==> src/rtl/dsp_mac_pkg.sv <==
// Shared types and constants for the DSP MAC sequencer.
// Contents:
//   OPM_MULT / OPM_MACC  OPMODE words driven to the slice
//   state_e              vector-tracking FSM state
//   tag_t                per-beat tag carried alongside the slice pipeline
package dsp_mac_pkg;

  // Z=0, X=M : start a new accumulation from the current product.
  localparam logic [7:0] OPM_MULT = 8'h01;
  // Z=P, X=M : add the current product to the running P.
  localparam logic [7:0] OPM_MACC = 8'h09;

  typedef enum logic {
    IDLE,
    ACC
  } state_e;

  typedef struct packed {
    logic valid;
    logic first;
    logic last;
  } tag_t;

  localparam int unsigned TAG_W = $bits(tag_t);

endpackage

==> src/rtl/dsp_tag_pipe.sv <==
// CE-gated shift register used to track side-band information through the
// slice register stages.
// Ports:
//   clk, rst   clock, asynchronous active-high reset
//   i_ce       advance all stages when high, hold otherwise
//   i_data     value entering stage 0
//   o_data     value leaving the last stage (i_data itself when DEPTH = 0)
module dsp_tag_pipe #(
  parameter int unsigned DEPTH = 3,
  parameter int unsigned WIDTH = 3,
  parameter logic [WIDTH-1:0] RST_VAL = '0
) (
  input  logic             clk,
  input  logic             rst,
  input  logic             i_ce,
  input  logic [WIDTH-1:0] i_data,
  output logic [WIDTH-1:0] o_data
);

  if (DEPTH == 0) begin : g_bypass
    assign o_data = i_data;
  end else begin : g_pipe
    logic [WIDTH-1:0] r_stage [DEPTH];

    always_ff @(posedge clk or posedge rst) begin
      if (rst) begin
        for (int i = 0; i < DEPTH; i++) r_stage[i] <= RST_VAL;
      end else if (i_ce) begin
        r_stage[0] <= i_data;
        for (int i = 1; i < DEPTH; i++) r_stage[i] <= r_stage[i-1];
      end
    end

    assign o_data = r_stage[DEPTH-1];
  end

endmodule

==> src/rtl/dsp_mac_sequencer.sv <==
// Streaming front-end and result collector for a DSP48A1-style slice used as
// a multiply-accumulator. Operand pairs are issued straight to the slice; a
// tag line follows each beat through the slice registers so P can be captured
// when the last element of a vector emerges.
// Optional build macro: DSP_MAC_CNT_EN adds a per-vector element counter
// reported on m_count (tied to 0 otherwise).
// Ports:
//   clk, rst                      clock, asynchronous active-high reset
//   s_valid/s_ready/s_a/s_b/s_last operand input stream
//   dsp_a/dsp_b/dsp_ce/dsp_opmode slice controls, dsp_p slice result
//   m_valid/m_ready/m_data/m_count result stream
module dsp_mac_sequencer
  import dsp_mac_pkg::*;
#(
  parameter int unsigned PIPE_LAT = 3,
  parameter int unsigned OPM_DLY  = 2,
  parameter int unsigned A_W      = 18,
  parameter int unsigned B_W      = 18,
  parameter int unsigned P_W      = 48,
  parameter int unsigned CNT_W    = 16
) (
  input  logic             clk,
  input  logic             rst,
  input  logic             s_valid,
  output logic             s_ready,
  input  logic [A_W-1:0]   s_a,
  input  logic [B_W-1:0]   s_b,
  input  logic             s_last,
  output logic [A_W-1:0]   dsp_a,
  output logic [B_W-1:0]   dsp_b,
  output logic             dsp_ce,
  output logic [7:0]       dsp_opmode,
  input  logic [P_W-1:0]   dsp_p,
  output logic             m_valid,
  input  logic             m_ready,
  output logic [P_W-1:0]   m_data,
  output logic [CNT_W-1:0] m_count
);

  state_e           r_state, w_state_next;
  logic             w_ce, w_issue, w_first, w_opm_first, w_capture;
  tag_t             w_tag_in, w_tag_out;
  logic [TAG_W-1:0] w_tag_out_raw;
  logic             w_unused_first;
  logic             r_m_valid;
  logic [P_W-1:0]   r_m_data;

  // A pending result that is not taken freezes the whole slice pipeline.
  assign w_ce    = ~(r_m_valid & ~m_ready);
  assign s_ready = w_ce;
  assign dsp_ce  = w_ce;
  assign w_issue = s_valid & w_ce;

  // Bubbles present zero operands so M=0 and accumulation is undisturbed.
  assign dsp_a = w_issue ? s_a : '0;
  assign dsp_b = w_issue ? s_b : '0;

  always_ff @(posedge clk or posedge rst) begin
    if (rst) r_state <= IDLE;
    else     r_state <= w_state_next;
  end

  always_comb begin
    w_state_next = r_state;
    w_first      = (r_state == IDLE);
    if (w_issue) w_state_next = s_last ? IDLE : ACC;
  end

  always_comb begin
    w_tag_in       = '0;
    w_tag_in.valid = w_issue;
    w_tag_in.first = w_issue & w_first;
    w_tag_in.last  = w_issue & s_last;
  end

  dsp_tag_pipe #(
    .DEPTH   (PIPE_LAT),
    .WIDTH   (TAG_W),
    .RST_VAL ('0)
  ) u_tag_pipe (
    .clk    (clk),
    .rst    (rst),
    .i_ce   (w_ce),
    .i_data (w_tag_in),
    .o_data (w_tag_out_raw)
  );

  assign w_tag_out      = tag_t'(w_tag_out_raw);
  // The first bit rides along for visibility in waves; capture only needs last.
  assign w_unused_first = w_tag_out.first;

  // Reset value 1 holds OPMODE at MULT out of reset; the slice is cleared then,
  // so restarting from M=0 is equivalent to holding P.
  dsp_tag_pipe #(
    .DEPTH   (OPM_DLY),
    .WIDTH   (1),
    .RST_VAL (1'b1)
  ) u_opm_pipe (
    .clk    (clk),
    .rst    (rst),
    .i_ce   (w_ce),
    .i_data (w_tag_in.first),
    .o_data (w_opm_first)
  );

  assign dsp_opmode = w_opm_first ? OPM_MULT : OPM_MACC;

  assign w_capture = w_ce & w_tag_out.valid & w_tag_out.last;

  always_ff @(posedge clk or posedge rst) begin
    if (rst) begin
      r_m_valid <= 1'b0;
      r_m_data  <= '0;
    end else if (w_capture) begin
      r_m_valid <= 1'b1;
      r_m_data  <= dsp_p;
    end else if (m_ready) begin
      r_m_valid <= 1'b0;
    end
  end

  assign m_valid = r_m_valid;
  assign m_data  = r_m_data;

`ifdef DSP_MAC_CNT_EN
  localparam logic [CNT_W-1:0] CNT_MAX = '1;

  logic [CNT_W-1:0] r_cnt, w_cnt_next, w_cnt_out, r_m_count;

  // Count of elements up to and including the beat being issued.
  assign w_cnt_next = w_first ? CNT_W'(1) : ((r_cnt == CNT_MAX) ? r_cnt : r_cnt + CNT_W'(1));

  always_ff @(posedge clk or posedge rst) begin
    if (rst)          r_cnt <= '0;
    else if (w_issue) r_cnt <= w_cnt_next;
  end

  dsp_tag_pipe #(
    .DEPTH   (PIPE_LAT),
    .WIDTH   (CNT_W),
    .RST_VAL ('0)
  ) u_cnt_pipe (
    .clk    (clk),
    .rst    (rst),
    .i_ce   (w_ce),
    .i_data (w_cnt_next),
    .o_data (w_cnt_out)
  );

  always_ff @(posedge clk or posedge rst) begin
    if (rst)            r_m_count <= '0;
    else if (w_capture) r_m_count <= w_cnt_out;
  end

  assign m_count = r_m_count;
`else
  assign m_count = '0;
`endif

endmodule

==> config.mk <==
export PLATFORM = sky130hd
export DESIGN_NAME = dsp_mac_sequencer
export DESIGN_NICKNAME = d
export VERILOG_FILES = /design/src/rtl/dsp_mac_pkg.sv /design/src/rtl/dsp_tag_pipe.sv /design/src/rtl/dsp_mac_sequencer.sv
export SDC_FILE = /design/constraint.sdc
export NUM_CORES = 1
export LEC_CHECK = 0
export ABC_AREA = 1
export ABC_CLOCK_PERIOD_IN_PS = 1770
export CORE_AREA = 2 2 77 79
export CTS_CLUSTER_DIAMETER = 120
export DETAILED_ROUTE_END_ITERATION = 8
export DIE_AREA = 0 0 79 81
export DONT_BUFFER_PORTS = 1
export GPL_ROUTABILITY_DRIVEN = 0
export PLACE_DENSITY_LB_ADDON = 0.12
export SETUP_SLACK_MARGIN = 0.2
export SLEW_MARGIN = 40
export SYNTH_ARGS = -nofsm -noshare
export SYNTH_HDL_FRONTEND = slang
export SYNTH_HIERARCHICAL = 1
export SYNTH_SLANG_ARGS = --single-unit
==> constraint.sdc <==
create_clock -name clk -period 1.77 [get_ports clk]
set_input_delay 0.177 -clock clk [delete_from_list [all_inputs] [get_ports clk]]
set_output_delay 0.177 -clock clk [all_outputs]
set_load 0.05 [all_outputs]
# == After elaboration in Yosys (flattened, before gate mapping) ==
# Index checks and enable logic that the tools add are counted.
# W data, S select, Z words.
# classes
mux,6
bitwise,9
reduce_logical,1
# op_table
op,n
$mux W18,2
$and A1 B1 Y1,6
$mux W4,1
$mux W1,3
$not A1 Y1,3
$reduce_bool A2 Y1,1
# word_totals
word_cells,24
input_bits,89
out_inout_bits,111
reg_bits,61

# == Longest topological paths before layout ==
# Gate-level depths: netlist of run 1.
# logic_depth
depth_word,6
depth_mapped,8
mapped_depth_nobuf,6

# == Modules after synthesis ==
# The synthesis of run 1 kept the hierarchy.
# by_module_without_submodules
module,cells_per_inst,seq_area_each_um2,area_per_inst_um2,instances
dsp_mac_sequencer,327,1251.2,2494.9,1
dsp_tag_pipe at u_tag_pipe,42,225.2,367.9,1
dsp_tag_pipe at u_opm_pipe,10,52.6,82.6,1

# == Worst setup path before layout of run 1 ==
# Ideal clock, no wire load.
# synth_path
path_type,reg2out
start,register r_m_valid (netlist: m_valid)
end,output port dsp_a[0]
setup_slack_ps,-69
path_buffers,1
t_arrival_ps,1662
path_stages_with_launch,5
required_time_ps,1593
path_cell_list,dfrtp_1 -> nand2_2 -> nand2_1 -> buf_2 -> nor2_1
# synth_via
elab_chain_cells,4
# synth_rtl
element,line_no,source
start: declaration,dsp_mac_sequencer.sv:45,logic r_m_valid;
start signal: assignment,dsp_mac_sequencer.sv:112,r_m_valid <= 1'b0;
start signal: assignment,dsp_mac_sequencer.sv:115,r_m_valid <= 1'b1;
start signal: assignment,dsp_mac_sequencer.sv:118,r_m_valid <= 1'b0;
$and A1 B1 Y1,dsp_mac_sequencer.sv:49,assign w_ce = ~(r_m_valid & ~m_ready);
$not A1 Y1,dsp_mac_sequencer.sv:49,
$and A1 B1 Y1,dsp_mac_sequencer.sv:52,assign w_issue = s_valid & w_ce;
$mux W18,dsp_mac_sequencer.sv:55,assign dsp_a = w_issue ? s_a : '0;
end: declaration,dsp_mac_sequencer.sv:29,"output logic [A_W-1:0] dsp_a,"
# No other way between the ends.

# == Final worst setup path of run 1 ==
# layout_path
start,register r_m_valid (netlist: m_valid)
end,output port dsp_a[9]
# Same word-level chain as after synthesis.

==> results of run 1 <==
[worst max-delay path, delay by kind of cell, from the launching register on]
family | cells | cell delay, ps
DFF | 1 | 410
buffers and inverters | 2 | 310
and+or+nand+nor | 3 | 400
[repair_timing]
item | in CTS | in global routing
endpoints found under the setup margin | 37 | 37
hold endpoints to repair | 75 | 0
setup buffers | 2 | 3
gates resized for setup | 17 | 22
hold buffers | 47 | 0
cloned | 1 | 5
pin swaps | 1 | 2
[how the worst max path moves through the flow]
stage | from | endpoint | slack [ps]
finish | m_valid | dsp_a[9] | 140
global route | m_valid | dsp_b[14] | 70
CTS | m_valid | dsp_a[3] | 170
detailed placement | m_valid | dsp_b[1] | 340
global placement | m_valid | dsp_a[12] | 380
floorplan | m_valid | dsp_a[10] | 120
[state kept, by name, summed over array words and instances, names as in the netlist]
name	count
u_opm_pipe/o_data	1
m_valid	1
u_opm_pipe/g_pipe.r_stage	1
m_data	48
u_tag_pipe/g_pipe.r_stage	4
u_tag_pipe/o_data	2
r_state	1
[stage by stage]
stage | power [mW] | instance area (um2) | setup slack [ps] | hold WS, ps
finish | 7.764 | 4503 | 137.8 | 9.857
floorplan | 5.559 | 3003 | 115.1 | -32.04
global route | 8.141 | 4503 | 73.51 | 9.899
global placement | 6.066 | 3485 | 380.8 | -7.008
CTS | 7.623 | 4284 | 167.4 | 0.3337
detailed placement | 6.120 | 3485 | 336.4 | 4.034
[per-layer routing]
layer | GRT usage | up-vias
li1 | - | 1218
met1 | 0.2540 | 1196
met2 | 0.3958 | 141
met3 | 0.09889 | 22
met4 | 0.1017 | 0
met5 | 0 | -
[area by class of cell]
type | instances | area, um2
fillers | 374 | 1172
repair buffers | 103 | 1358
multi-input cells | 238 | 1206
inverters | 46 | 172.7
clock buffers | 11 | 141.4
clock inverters | 5 | 77.57
flip-flops and latches | 58 | 1454
well taps | 75 | 93.84
[power groups by stage]
stage | combinational (mW) | sequential [mW] | clock (mW)
final | 2.38 | 4.06 | 1.33
after global placement | 2.00 | 4.07 | 0
after detailed placement | 2.04 | 4.08 | 0
after CTS | 2.22 | 4.05 | 1.35
after global routing | 2.60 | 4.12 | 1.42
after floorplan | 1.56 | 3.99 | 0
==> impl_metrics.csv, run 1 <==
group,metric,value,unit
clock_network,cts_sinks,58,
critical_path,cp_max_fo,9,
clock_network,cts_root_buffer,"clkbuf_8",
pwr,p_clk_frac,0.171,
global_routing,gr-usage-all-layers,0.2321,
timing,hold_viol,0,
floorplanning,chipWidth,79,um
detailed_routing,top_layer,"met4",
layout,final_cell_mix,"125 x nand2_1, 56 x dfrtp_1, 49 x nand3_1",
layout,utilization,0.7934,
timing,fin_crit_sh,0.9221,
floorplanning,coreArea,0.005675,mm2
synth,syn-mean-instance-area,7.729,um2
pwr,p_sw_frac,0.5369,
pwr,power_density,1724,mW/mm2
timing,tns,0,ps
detailed_routing,drtAntennaViolNets,0,
detailed_routing,post_drt_wl_per_cell,15.55,um
critical_path,reg2regPathDepth,6,
pwr,peakVddDrop,0.9311,mV
timing,min_period,1632,ps
placement,io_buffer_count,0,
timing,finClkSkew,8.203,ps
detailed_routing,wl_met2,4207,um
critical_path,critPathKind,"reg2out",
flow_run,cap_violations,0,
clock_network,cts_buffer_depth,2,
critical_path,r2r-start,"m_valid",
layout,stdcell_count,536,
global_routing,grt_max_degree,39,
global_routing,antenna_found_initial,0,
pwr,p_int,3.596,mW
clock_network,numCtsBuffers,9,
pwr,p_seq_frac,0.523,
critical_path,r2r_setup_slack,230,ps
synth,synth_cells,366,
floorplanning,io_pins,200,
floorplanning,die-height,81,um
critical_path,critPathArrivalTime,1460,ps
detailed_routing,dr.pass1.iters,4,
floorplanning,rows,28,
critical_path,cpPeakStageDelay,410,ps
detailed_routing,drc_errors,0,
clock_network,cts_tree,"built",
timing,setup_viol,0,
timing,rsz0062_at_grt,"true",
timing,slew_headroom,0.6620,
detailed_routing,vias,2577,
global_routing,first_global_vias,2454,
outcome,outcome,"finished, final reports clean",
clock_network,clk_pin_slew_worst_paths,60,ps
timing,worstMarginPinSlew,507.0,ps
synth,synth_area,0.002829,mm2
floorplanning,die-area,0.006399,mm2
worst_hold_path,hold_path.class,"in2reg",
layout,drive_above_1_share,0.2495,
layout,nets,545,
timing,drv_slew,0,
clock_network,htreeDepth,3,
detailed_routing,wl_met1,3086,um
synth,ys_warn_count,6,
floorplanning,initial_core_util,0.4985,
critical_path,start_kind,"register",
critical_path,rr_endpoint,"u_tag_pipe/g_pipe.r_stage[8]",
placement,hpwl,4962,um
global_routing,grt_pass1_wl,11310,um
pwr,p_sw,4.169,mW
worst_hold_path,holdPathEnd,"m_data[6]",
placement,dp_cells,462,
critical_path,path_cells,"nand2_4 > nand2_8 > buf_12 > nor2_2 > buf_12",
worst_hold_path,worstHoldPathCells,2,
critical_path,slowest_stage,"dfrtp_1",
detailed_routing,drt-initial-drc-count,114,
clock_network,clk_latency,330,ps
detailed_routing,dr_wl_met3,809,um
critical_path,cpMostUsedCell,"buf_12",
detailed_routing,via_per_inst,4.808,
layout,diodes,0,
worst_hold_path,hold_path_startpoint,"dsp_p[6]",
timing,max_clock_freq,612.7,MHz
global_routing,globalRouteOverflowTotal,0,
pwr,cellLeakagePower,2.377,nW
pwr,power_frac_comb,0.307,
detailed_routing,wl,8335,um
critical_path,required,1590,ps
layout,area_delta_synth_final,59.18,%
critical_path,cp-end-kind,"output port",
layout,final_common_cell,"nand2_1",
Power figures use the tool's default switching activity.
==> run 2, diff against run 1 <==
- ABC_CLOCK_PERIOD_IN_PS: 1770 -> 2070
- CAP_MARGIN: not set -> 0
- clock period: 1.77 -> 2.07 ns (I/O delays scaled with it)
==> run 2 against run 1 <==
  * Non-clock buffer count fell by 37
  * Sequential power fell by 15%
  * Die area did not move
  * Core utilization fell by 19 points
  * Setup slack improved by 220 ps
  * Final area fell by 25%
  * Count of clock-buffer cells in the layout rose by 1
==> impl_metrics.csv, run 2 (synthesis gave the netlist of run 1 again) <==
group,metric,value,unit
clock_network,cts_sinks,58,
pwr,power,5.907,mW
pwr,p_int,2.531,mW
pwr,power_frac_comb,0.259,
timing,setup_viol,0,
timing,max_clock_freq,585.6,MHz
timing,rsz0062_at_grt,"false",
placement,dp_slack,580.4,ps
detailed_routing,via_per_inst,4.734,
critical_path,critPathArrivalTime,1500,ps
placement,io_buffer_count,0,
floorplanning,die-area,0.006399,mm2
critical_path,cpPeakStageDelay,400,ps
layout,drive_above_1_share,0.1540,
layout,stdcell_count,497,
timing,min_period,1708,ps
detailed_routing,vias,2353,
timing,tns,0,ps
layout,diodes,0,
global_routing,grt_pass1_wl,10250,um
clock_network,clk_pin_slew_worst_paths,60,ps
global_routing,globalRouteOverflowTotal,0,
layout,stdcell_area,0.003397,mm2
layout,largest_reg_flops,48,
detailed_routing,drtAntennaViolNets,0,
timing,worstMarginPinSlew,533.4,ps
critical_path,critPathBufInv,2,
timing,slew_headroom,0.6444,
floorplanning,die-height,81,um
critical_path,slowest_stage,"dfrtp_1",
detailed_routing,drc_errors,0,
detailed_routing,post_drt_wl_per_cell,13.61,um
global_routing,use_met3,0.08111,
floorplanning,initial_core_util,0.4985,
critical_path,path_cells,"nand2_4 > nand2_1 > buf_4 > nor2_1 > buf_4",
layout,nets,507,
clock_network,cts_buffer_depth,2,
global_routing,grt.busiest_layer,"met2",
flow_run,cap_violations,0,
clock_network,htreeDepth,3,
global_routing,first_global_vias,2169,
critical_path,critPathKind,"reg2out",
global_routing,met2_usage,0.3593,
critical_path,start_kind,"register",
placement,dp_cells,461,
layout,final_cell_mix,"126 x nand2_1, 56 x dfrtp_1, 49 x nand3_1",
global_routing,gr-usage-all-layers,0.2089,
pwr,p_seq_frac,0.588,
critical_path,required,1860,ps
layout,final_common_cell,"nand2_1",
pwr,p_sw,3.377,mW
floorplanning,chipWidth,79,um
timing,drv_slew,0,
floorplanning,coreArea,0.005675,mm2
critical_path,critPathTopFamily,"buffers and inverters",
detailed_routing,drt-initial-drc-count,122,
pwr,p_sw_frac,0.5716,
detailed_routing,wl,6766,um
floorplanning,io_pins,200,
detailed_routing,dr.pass1.iters,4,
critical_path,cp_max_fo,40,
clock_network,clk_latency,330,ps
placement,hpwl,4769,um
timing,fin_crit_sh,0.8250,
floorplanning,rows,28,
global_routing,grt_util_met1,0.2351,
timing,finClkSkew,7.869,ps
clock_network,cts_root_buffer,"clkbuf_8",
pwr,power_density,1739,mW/mm2
pwr,peakVddDrop,0.6850,mV
global_routing,antenna_found_initial,0,
layout,area_delta_synth_final,20.08,%
global_routing,grt_max_degree,41,
outcome,outcome,"finished, final reports clean",
timing,hold_viol,0,
clock_network,post-cts-setup-buffer-count,0,
worst_hold_path,hold_path.class,"in2reg",
critical_path,cp-end-kind,"output port",
clock_network,numCtsBuffers,9,
pwr,cellLeakagePower,2.031,nW
clock_network,cts_tree,"built",
placement,placed_area,0.003017,mm2
critical_path,cpMostUsedCell,"buf_4",
timing,setup_ws,362.2,ps
pwr,p_clk_frac,0.153,
run 2: path summary, 6_finish.rpt:
path                                              start                      endpoint  slack (ps)  cells after the start
max                                             m_valid                     dsp_b[13]         360                      5
min                                           dsp_p[46]                    m_data[46]          20                      2
max reg2reg                                     m_valid                     m_data[9]         570                      6
min reg2reg                u_opm_pipe/g_pipe.r_stage[1]             u_opm_pipe/o_data         460                      2
max in group asynchronous                           rst                    m_data[39]        1020                      3
min in group asynchronous                           rst  u_tag_pipe/g_pipe.r_stage[3]         340                      2
run 2: final cells by class:
type | count | area, um2
Fill cell | 521 | 2278
Sequential cell | 58 | 1454
Multi-Input combinational cell | 237 | 958.4
Timing Repair Buffer | 66 | 548.0
Inverter | 46 | 172.7
Clock buffer | 12 | 155.1
Tap cell | 75 | 93.84
Clock inverter | 3 | 15.01
run 2: metrics by stage:
stage,util,hold WS (ps)
final,0.5985,17.25
after CTS,0.5985,0.01457
after global routing,0.5985,10.88
after detailed placement,0.5315,27.39
after global placement,0.5315,24.12
after floorplan,-,-2.041
run 2: power by group through the flow:
stage	Clock, mW	Combinational, mW	Sequential [mW]
after floorplan	0	1.30	3.42
after global placement	0	1.46	3.49
after detailed placement	0	1.50	3.49
after CTS	0.931	1.54	3.47
after global routing	0.974	1.72	3.53
final	0.903	1.53	3.47
run 2: metal layers:
metal	routed length, um	vias up
li1	-	1140
met1	2581	1074
met2	3431	127
met3	628	12
met4	125	0
met5	0	-
run 2: timing repair:
| item | 4_1_cts | 5_1_grt |
|---|---|---|
| hold endpoints to repair | 49 | 0 |
| hold buffers | 21 | 0 |
| resized for setup | 0 | 0 |
